File: config.mk
export PLATFORM = sky130hd
export DESIGN_NAME = rtc_prescaler
export DESIGN_NICKNAME = d
export VERILOG_FILES = /design/src/rtl/rtc_pkg.sv /design/src/rtl/rtc_period_counter.sv /design/src/rtl/rtc_prescaler.sv
export SDC_FILE = /design/constraint.sdc
export NUM_CORES = 1
export LEC_CHECK = 0
export CAP_MARGIN = 15
export CORE_UTILIZATION = 55
export DETAILED_ROUTE_END_ITERATION = 12
export GPL_TIMING_DRIVEN = 0
export PLACE_DENSITY = 0.89
export SETUP_SLACK_MARGIN = 0.1
export SLEW_MARGIN = 0
export SYNTH_ARGS = -nofsm -noshare
export SYNTH_HDL_FRONTEND = slang
export SYNTH_HIERARCHICAL = 1
export SYNTH_SLANG_ARGS = --single-unit
File: constraint.sdc
create_clock -name clk_i -period 13 [get_ports clk_i]
set_input_delay 2.6 -clock clk_i [delete_from_list [all_inputs] [get_ports clk_i]]
set_output_delay 2.6 -clock clk_i [all_outputs]
set_load 0.02 [all_outputs]
File: src/rtl/rtc_pkg.sv
// Shared types for the RTC prescaler: FSM state encoding, minimum divisor
// and the pending-configuration record.
package rtc_pkg;

    typedef enum logic [1:0] {
        IDLE = 2'd0,
        RUN  = 2'd1,
        PEND = 2'd2
    } rtc_state_e;

    localparam int MIN_DIV       = 2;
    localparam int RTC_DIV_WIDTH = 16;

    // The pending record is sized by RTC_DIV_WIDTH; keep the top's DIV_WIDTH equal to it.
    typedef struct packed {
        logic [RTC_DIV_WIDTH-1:0] div;
        logic                     en;
    } rtc_cfg_t;

endpackage

File: src/rtl/rtc_period_counter.sv
// Period counter for the RTC prescaler: cnt register, wrap detection and the
// registered rtc/tick levels derived from the next counter value.
module rtc_period_counter #(
    parameter int DIV_WIDTH = 16
) (
    input  logic                 clk,
    input  logic                 rst,
    input  logic                 count_en,
    input  logic                 running_next,
    input  logic [DIV_WIDTH-1:0] div,
    input  logic [DIV_WIDTH-1:0] div_next,
    output logic                 wrap,
    output logic                 rtc,
    output logic                 tick
);

    logic [DIV_WIDTH-1:0] cnt;
    logic [DIV_WIDTH-1:0] cnt_next;
    logic                 first;
    logic                 rtc_next;
    logic                 tick_next;

    // The cycle straight after reset acts as a period start so the first tick is immediate.
    assign wrap = first | (cnt == (div - DIV_WIDTH'(1)));

    always_comb begin
        cnt_next  = '0;
        if (count_en && !wrap) begin
            cnt_next = cnt + DIV_WIDTH'(1);
        end
        rtc_next  = running_next & (cnt_next < (div_next >> 1));
        tick_next = running_next & (cnt_next == '0);
    end

    always_ff @(posedge clk) begin
        if (rst) begin
            cnt   <= '0;
            first <= 1'b1;
            rtc   <= 1'b0;
            tick  <= 1'b0;
        end else begin
            cnt   <= cnt_next;
            first <= 1'b0;
            rtc   <= rtc_next;
            tick  <= tick_next;
        end
    end

endmodule

File: src/rtl/rtc_prescaler.sv
// Programmable RTC reference generator for the CLINT. Optional free-running
// tick counter output is enabled with macro RTC_PRESCALER_TICK_COUNT_EN.
module rtc_prescaler
    import rtc_pkg::*;
#(
    parameter int DIV_WIDTH   = RTC_DIV_WIDTH,
    parameter int DEFAULT_DIV = 2,
    parameter bit RESET_RUN   = 1'b1
) (
    input  logic                 clk_i,
    input  logic                 rst_i,
    input  logic                 cfg_valid_i,
    output logic                 cfg_ready_o,
    input  logic [DIV_WIDTH-1:0] cfg_div_i,
    input  logic                 cfg_en_i,
    output logic                 rtc_o,
    output logic                 tick_o,
    output logic                 running_o,
    output logic [DIV_WIDTH-1:0] div_o
`ifdef RTC_PRESCALER_TICK_COUNT_EN
    ,
    output logic [63:0]          tick_cnt_o
`endif
);

    localparam logic [DIV_WIDTH-1:0] RESET_DIV =
        (DEFAULT_DIV < MIN_DIV) ? DIV_WIDTH'(MIN_DIV) : DIV_WIDTH'(DEFAULT_DIV);
    localparam rtc_state_e RESET_STATE = RESET_RUN ? RUN : IDLE;

    rtc_state_e           state;
    rtc_state_e           state_next;
    rtc_cfg_t             pending;
    rtc_cfg_t             pending_next;
    logic [DIV_WIDTH-1:0] div;
    logic [DIV_WIDTH-1:0] div_next;
    logic                 running_next;
    logic                 accept;
    logic                 wrap;

    function automatic logic [DIV_WIDTH-1:0] clamp_div(input logic [DIV_WIDTH-1:0] d);
        return (d < DIV_WIDTH'(MIN_DIV)) ? DIV_WIDTH'(MIN_DIV) : d;
    endfunction

    assign cfg_ready_o = !rst_i && (state != PEND);
    assign accept      = cfg_valid_i && cfg_ready_o;
    assign running_o   = (state != IDLE);
    assign div_o       = div;

    always_comb begin
        state_next   = state;
        pending_next = pending;
        div_next     = div;
        running_next = (state != IDLE);
        case (state)
            IDLE: begin
                if (accept) begin
                    div_next     = clamp_div(cfg_div_i);
                    running_next = cfg_en_i;
                    if (cfg_en_i) begin
                        state_next = RUN;
                    end
                end
            end
            RUN: begin
                // The old divisor keeps running; the request is applied at the wrap.
                if (accept) begin
                    pending_next.div = RTC_DIV_WIDTH'(clamp_div(cfg_div_i));
                    pending_next.en  = cfg_en_i;
                    state_next       = PEND;
                end
            end
            PEND: begin
                if (wrap) begin
                    div_next     = DIV_WIDTH'(pending.div);
                    running_next = pending.en;
                    state_next   = pending.en ? RUN : IDLE;
                end
            end
            default: begin
                state_next   = IDLE;
                running_next = 1'b0;
            end
        endcase
    end

    always_ff @(posedge clk_i) begin
        if (rst_i) begin
            state   <= RESET_STATE;
            pending <= '0;
            div     <= RESET_DIV;
        end else begin
            state   <= state_next;
            pending <= pending_next;
            div     <= div_next;
        end
    end

    rtc_period_counter #(
        .DIV_WIDTH(DIV_WIDTH)
    ) u_period_counter (
        .clk          (clk_i),
        .rst          (rst_i),
        .count_en     (state != IDLE),
        .running_next (running_next),
        .div          (div),
        .div_next     (div_next),
        .wrap         (wrap),
        .rtc          (rtc_o),
        .tick         (tick_o)
    );

`ifdef RTC_PRESCALER_TICK_COUNT_EN
    always_ff @(posedge clk_i) begin
        if (rst_i) begin
            tick_cnt_o <= '0;
        end else if (tick_o) begin
            tick_cnt_o <= tick_cnt_o + 64'd1;
        end
    end
`else
    // Tick counter not present in this build.
`endif

endmodule

==> impl_results.md, run 1 <==
- Critical path startpoint category: primary input
- Total Wirelength: 10.5 mm
- Post-cts gate resize count: 0
- Number of DRC markers in iteration 0: 256
- Final clock period utilization by the worst path: 55.0%
- Via density per instance: 5.98
- Filler cell count in the final layout: 619
- Post-layout minimum cycle time: 7.15 ns
- Residual overflow from global routing: 0
- Number of buffers inserted by hold repair at cts: 0
- Netlist area before placement: 0.00391 mm2
- Pwr Density: 93.4 mW/mm2
- Origin of the critical flop-to-flop path: div_o[0]
- Net count of the mapped netlist: 548
- I/O pin count: 40
- Endpoint required time on the critical path: 10.40 ns
- First-pass GRT wire length: 17.2 mm
- Top delay family on crit path: buffers and inverters
- Largest fanout of any net on the critical path: 10
- Depth of the CTS H-tree: 2
- Ratio of cells with drive above 1 in the final layout: 8.60%
- Number of iterations in the first detailed-routing pass: 4
- Number of rows in the core area: 30
- Inserted Clock Buffers: 5
- Chip height: 86.3 um
- Start point of the worst hold path: pending[15]
- Power, Total: 0.423 mW
- Final setup vio count: 0
- Largest net degree at the start of global routing: 18
- Remaining number of nets flagged by the antenna check after routing: 0
- Setup CP Type: in2out
- Number of antenna violations at the first check in global routing: 0
- Worst IR Drop VDD: 0.0465 mV
- Sinks on the clock net: 54
- Via total after detailed routing: 3910
- Cell-by-cell listing of the critical path: clkdlybuf4s50_1 > buf_2 > clkbuf_1 > nor2_1 > clkdlybuf4s50_1
- Clock-pin slew on the worst setup and hold paths: 0.09 ns
- Total negative slack: 0 ns
- HPWL after detailed placement: 8.27 mm
- Worst slew margin: 59.4%
- Cell count of the worst reg-to-reg path: 21
- Floorplan die area: 0.00745 mm2
- Count of endpoints failing hold in the final timing report: 0
- Worst hold slack: 0.461 ns
- Chip Width: 86.3 um
- Leak: 1.66 nW
- Number of logic stages on the critical path including buffering: 5
- Destination of the worst hold path: pending[15]
- Capture point of the worst reg-to-reg path: u_period_counter/rtc
- Data arrival time at the worst-slack endpoint: 4.55 ns
- Core Region: 0.00683 mm2
- Net total in the final layout: 593
- Overall Global Routing Usage: 28.9%
- Placer's final routability congestion estimate: 0.899
- Worst path buffer plus inverter count: 4
- Result of the run: finished, final reports clean
- Synthesized instance count: 512
- Maximum count of clock buffers along a single path: 2
- Average wire per cell in the routed design: 16.1 um
- Cell with the most instances on the worst path: clkdlybuf4s50_1
- Initial cell density of the core: 57.2%
- Number of violations of the max-capacitance limit: 0
- Setup crit end kind: output port
- CTS Root Cell: clkbuf_8
- Setup slack on the worst flop-to-flop path: 7.88 ns
- Average cell area after synthesis: 7.64 um2
- TritonCTS clock tree: yes
- Layout overhead on the synthesized area: 15.7%
- Syn. warnings: 6
- Setup repair after global routing missed its margin: no
- Instance count along the most critical hold path: 2
- Maximum frequency from static timing analysis: 0.140 GHz
- DRC violations left: 0
- Slowest stage cell, crit path: clkdlybuf4s50_1
- Port-buffer cells: 38
- Slew of the pin with the lowest slew margin: 0.603 ns
- Number of global-route vias before repair: 3720
- Number of buffers inserted by post-CTS setup repair: 0
- Worst setup skew after layout: 0.00794 ns
- Count of inserted antenna diode cells: 0
- Slew Viols, Final: 0
- Later-pin clock latency in the skew report: 0.31 ns
- Type of the most critical hold path: reg2reg
- Largest incremental delay on the critical path: 0.61 ns
state kept, by name, indices dropped and copies added (netlist names):
register	flops
u_period_counter/rtc	1
pending	17
div_o	16
u_period_counter/tick	1
state	2
u_period_counter/first	1
u_period_counter/cnt	16
per-layer routing:
layer  wire, um  track usage [%]
met5          0                0
met1       4460             34.8
met4        215             10.0
met3        576             3.71
met2       5250             52.7
cells in the final DEF, fill, tap and decap left out, types with 10 or more instances in the layout:
master            n
nor2_1           44
nand2_1          64
a21oi_1          41
clkdlybuf4s50_1  38
a22o_1           16
a22oi_1          16
nand3b_1         17
o21ai_0          26
nor3_1           10
dfxtp_1          54
xnor2_1          21
xor2_1           14
clkbuf_1         14
inv_1            37
buf_2            10
ha_1             16
power by group:
group	leakage (nW)	internal, mW	switching [mW]	total (mW)
registers	0.439	0.173	0.0119	0.185
logic	1.18	0.0539	0.0691	0.123
clock network	0.0504	0.0573	0.0574	0.115
total	1.66	0.284	0.138	0.423
final cells by class:
cell class / instances / area (um2) / area share [%]
clock inverters: 3 / 45.0 / 0.996
clock buffers: 5 / 68.8 / 1.52
well taps: 96 / 120 / 2.65
multi-input cells: 386 / 2500 / 55.2
plain buffers: 34 / 189 / 4.18
repair buffers: 38 / 380 / 8.41
flip-flops and latches: 54 / 1080 / 23.9
inverters: 38 / 143 / 3.15
worst min-delay path, stage by stage, from the launching register on:
cell and delay (ns):
dfxtp_1 0.32, nand2_1 0.05, a21oi_1 0.05
stage by stage:
stage / utilization, % / worst slack (ns) / cells / instance area, um2
after floorplan: - / 7.13 / 512 / 3910
after global placement: 64.6 / 5.85 / 646 / 4410
after detailed placement: 64.6 / 5.85 / 646 / 4410
after CTS: 66.2 / 5.84 / 654 / 4520
after global routing: 66.2 / 5.73 / 654 / 4520
final: 66.2 / 5.85 / 654 / 4520
how the worst max path moves through the flow:
| stage | endpoint | from |
|---|---|---|
| finish | cfg_ready_o | rst_i |
| global route | cfg_ready_o | rst_i |
| CTS | cfg_ready_o | rst_i |
| detailed placement | cfg_ready_o | rst_i |
| global placement | cfg_ready_o | rst_i |
| floorplan | cfg_ready_o | rst_i |
Power figures use the tool's default switching activity.
==> run 2, diff against run 1 <==
==> constraint.sdc (replaced) <==
create_clock -name clk_i -period 6.8 [get_ports clk_i]
set_input_delay 1.36 -clock clk_i [delete_from_list [all_inputs] [get_ports clk_i]]
set_output_delay 1.36 -clock clk_i [all_outputs]
set_load 0.02 [all_outputs]
==> results of run 2 <==
Same layout as run 1 (identical final DEF). Status: finished, final reports clean.
Among the figures that moved: setup slack after placement 5.85 ns -> 1.85 ns; clock-pin slew on the worst setup and hold paths 0.09 ns -> 0.10 ns; setup slack after layout 5.85 ns -> 1.68 ns; start point of the critical path rst_i -> div_o[0]; end point of the critical path cfg_ready_o -> u_period_counter/rtc; register-to-register setup slack 7.88 ns -> 1.68 ns; total power 0.423 mW -> 0.808 mW; worst IR drop on VDD 0.0465 mV -> 0.0889 mV
==> run 3, diff against run 2 <==
==> constraint.sdc (replaced) <==
create_clock -name clk_i -period 5 [get_ports clk_i]
set_input_delay 1 -clock clk_i [delete_from_list [all_inputs] [get_ports clk_i]]
set_output_delay 1 -clock clk_i [all_outputs]
set_load 0.02 [all_outputs]
==> run 3 against run 2 <==
  * Via count up 0.28%
  * Clock-buffer cell count is the same
  * Worst setup slack worse by 1.4 ns
  * Global-route usage is 0.061 points higher
  * Fmax is 9.3% higher
  * Sequential share of layout area shrank 0.34 points
  * Cell count rose by 0.31%
  * Clock power increased by 37%
==> impl_results.md, run 3 (synthesis gave the netlist of run 1 again) <==
- Worst slew margin: 66.5% (was 59.4%)
- Maximum frequency from static timing analysis: 0.213 GHz (was 0.195 GHz)
- Largest incremental delay on the critical path: 0.51 ns (was 0.56 ns)
- First-pass GRT wire length: 17.2 mm (unchanged)
- Via density per instance: 5.98 (about the same)
- Portion of total power attributed to combinational logic: 30.0% (was 29.1%)
- Pwr Density: 242 mW/mm2 (was 179 mW/mm2)
- Later-pin clock latency in the skew report: 0.31 ns (about the same)
- I/O pin count: 40 (unchanged)
- Filler cell count in the final layout: 609 (was 619)
- Part of the power in the clock network: 26.8% (was 27.1%)
- Result of the run: finished, final reports clean (unchanged)
- Maximum count of clock buffers along a single path: 2 (unchanged)
- Type of the most critical hold path: reg2reg (unchanged)
- Chip Width: 86.3 um (unchanged)
- Port-buffer cells: 38 (unchanged)
- Ratio of cells with drive above 1 in the final layout: 10.5% (was 8.60%)
- Slowest stage cell, crit path: or4b_4 (was or4b_1)
- Slew of the pin with the lowest slew margin: 0.500 ns (was 0.603 ns)
- Number of iterations in the first detailed-routing pass: 6 (was 4)
- Average wire per cell in the routed design: 16.4 um (was 16.1 um)
- DRC violations left: 0 (unchanged)
- Total negative slack: 0 ns (unchanged)
- Core Region: 0.00683 mm2 (unchanged)
- Cell with the most instances on the worst path: inv_1 (was o21ai_0)
- Total Wirelength: 10.7 mm (was 10.5 mm)
- Top delay family on crit path: compound AO/OA/AOI/OAI gates (unchanged)
- Largest fanout of any net on the critical path: 10 (unchanged)
- Cell-by-cell listing of the critical path: inv_1 > ha_4 > or4b_4 > nor3_1 > o21ai_1 > a2111oi_4 > o2111ai_4 > o21bai_4 > buf_6 > inv_2 > or3_1 > o21ai_0 > a211oi_1 > inv_1 > ha_1 > and4_1 > o2111ai_1 > a21oi_1 > a211oi_2 > nor2_1 > a2111oi_2 (was inv_1 > ha_1 > or4b_1 > o22ai_1 > o21ai_0 > a2111oi_4 > o2111ai_2 > o21bai_1 > clkbuf_1 > o21ai_0 > a22oi_1 > nand2_1 > inv_1 > ha_1 > a21oi_1 > nor2b_1 > o21ai_0 > nand2_1 > a211oi_1 > nor2_1 > a2111oi_2)
- Floorplan die area: 0.00745 mm2 (unchanged)
- Pint: 0.747 mW (was 0.544 mW)
- Overall Global Routing Usage: 29.0% (was 28.9%)
- Final instance area: 0.00460 mm2 (was 0.00452 mm2)
- Critical path startpoint category: flop (unchanged)
- Initial cell density of the core: 57.2% (unchanged)
- Worst IR Drop VDD: 0.135 mV (was 0.0889 mV)
- Placer's final routability congestion estimate: 0.899 (unchanged)
- Worst path buffer plus inverter count: 4 (was 3)
- Area occupied by multi-input gates: 0.00255 mm2 (was 0.00250 mm2)
- Slew Viols, Final: 0 (unchanged)
- Setup CP Type: reg2reg (unchanged)
- Most common cell after layout, fill and taps aside: nand2_1 (unchanged)
- Register with the most flip-flops: pending (unchanged)
- Flip-flop count of the largest register after layout: 17 (unchanged)
- Sinks on the clock net: 54 (unchanged)
- Number of global-route vias before repair: 3703 (was 3720)
- Depth of the CTS H-tree: 2 (unchanged)
- Inserted Clock Buffers: 5 (unchanged)
- Final clock period utilization by the worst path: 93.8% (was 75.4%)
- Number of antenna violations at the first check in global routing: 0 (unchanged)
- Worst setup skew after layout: 0.00611 ns (was 0.00794 ns)
- Residual overflow from global routing: 0 (unchanged)
- Remaining number of nets flagged by the antenna check after routing: 0 (unchanged)
- Largest net degree at the start of global routing: 18 (unchanged)
- Count of endpoints failing hold in the final timing report: 0 (unchanged)
- Sequential fraction of design power: 43.2% (was 43.8%)
- Via total after detailed routing: 3921 (was 3910)
- Placed instance area: 0.00441 mm2 (unchanged)
- Net total in the final layout: 595 (was 593)
- Endpoint required time on the critical path: 5.22 ns (was 7.02 ns)
- Share of total power consumed by net switching: 33.0% (was 32.7%)
- CTS Root Cell: clkbuf_8 (unchanged)
- Chip height: 86.3 um (unchanged)
- Number of DRC markers in iteration 0: 209 (was 256)
- Setup repair after global routing missed its margin: no (unchanged)
- HPWL after detailed placement: 8.27 mm (unchanged)
- Data arrival time at the worst-slack endpoint: 4.91 ns (was 5.34 ns)
- Most frequent cells in the layout: nand2_1, dfxtp_1, nor2_1 (unchanged)
- TritonCTS clock tree: yes (unchanged)
- Clock-pin slew on the worst setup and hold paths: 0.10 ns (about the same)
- Area of all sequential standard cells: 0.00108 mm2 (about the same)
- Count of inserted antenna diode cells: 0 (unchanged)
- Number of violations of the max-capacitance limit: 0 (unchanged)
- Final setup vio count: 0 (unchanged)
- Number of buffers inserted by hold repair at cts: 0 (unchanged)
- Number of rows in the core area: 30 (unchanged)
- Layout overhead on the synthesized area: 17.6% (was 15.7%)
- Power spent charging and discharging nets: 0.368 mW (was 0.264 mW)
- Leak: 1.69 nW (was 1.66 nW)
- Post-layout minimum cycle time: 4.69 ns (was 5.12 ns)
- Setup crit end kind: flop (unchanged)
==> run 3: changes by cell type in the layout (fill, tap and decap cells not counted), moves of 2 or more <==
cell	change
buf_4	+2
dfxtp_1	-2
dfxtp_2	+2
o21ai_0	-2
o21ai_1	+2
==> run 3: tightest hold or removal path: cells and delay by family, from the launching register on <==
kind             cells  cell delay, ns
flip-flops           1            0.32
AND/OR/NAND/NOR      1            0.05
AO/OA/AOI/OAI        1            0.05
==> run 3: metrics by stage <==
stage / total power, mW / util, % / cells / setup slack [ns] / hold WS [ns]
floorplan: 0.701 / - / 512 / 0.728 / 0.432
global placement: 0.791 / 64.6 / 646 / 0.0842 / 0.443
detailed placement: 0.804 / 64.6 / 646 / 0.0509 / 0.451
CTS: 1.10 / 66.5 / 654 / 0.123 / 0.464
global route: 1.17 / 67.3 / 656 / 0.0826 / 0.486
finish: 1.11 / 67.3 / 656 / 0.310 / 0.464
==> run 3: worst paths after layout <==
| kind | startpoint | end | slack (ns) | depth (start not counted) |
|---|---|---|---|---|
| setup / recovery | div_o[0] | u_period_counter/rtc | 0.31 | 21 |
| hold / removal | pending[15] | pending[15] | 0.46 | 2 |
| setup reg to reg | div_o[0] | u_period_counter/rtc | 0.31 | 21 |
| hold reg to reg | pending[15] | pending[15] | 0.46 | 2 |
==> run 3: what timing repair did <==
action | in CTS | in global routing
buffers inserted | 0 | 2
pin swaps | 2 | 3
gates resized for setup | 3 | 13
endpoints found under the setup margin | 1 | 1
==> run 3: final cells by class <==
type	count	share of cell area, %
Tap cell	96	2.61
Inverter	38	3.10
Multi-Input combinational cell	386	55.5
Sequential cell	54	23.6
Clock inverter	3	0.979
Timing Repair Buffer	40	8.60
Buffer	34	4.19
Clock buffer	5	1.50
==> run 3: metal layers <==
layer	vias up	global-route usage, %	wire [um]
li1	1899	-	-
met1	1857	34.8	4580
met2	138	52.9	5420
met3	27	3.71	511
met4	0	10.0	224
met5	-	0	0
==> run 3: power groups by stage <==
| stage | Combinational (mW) | Sequential (mW) | Clock [mW] |
|---|---|---|---|
| after floorplan | 0.207 | 0.494 | 0 |
| after global placement | 0.302 | 0.489 | 0 |
| after detailed placement | 0.313 | 0.490 | 0 |
| after CTS | 0.320 | 0.480 | 0.300 |
| after global routing | 0.360 | 0.485 | 0.321 |
| final | 0.334 | 0.482 | 0.299 |
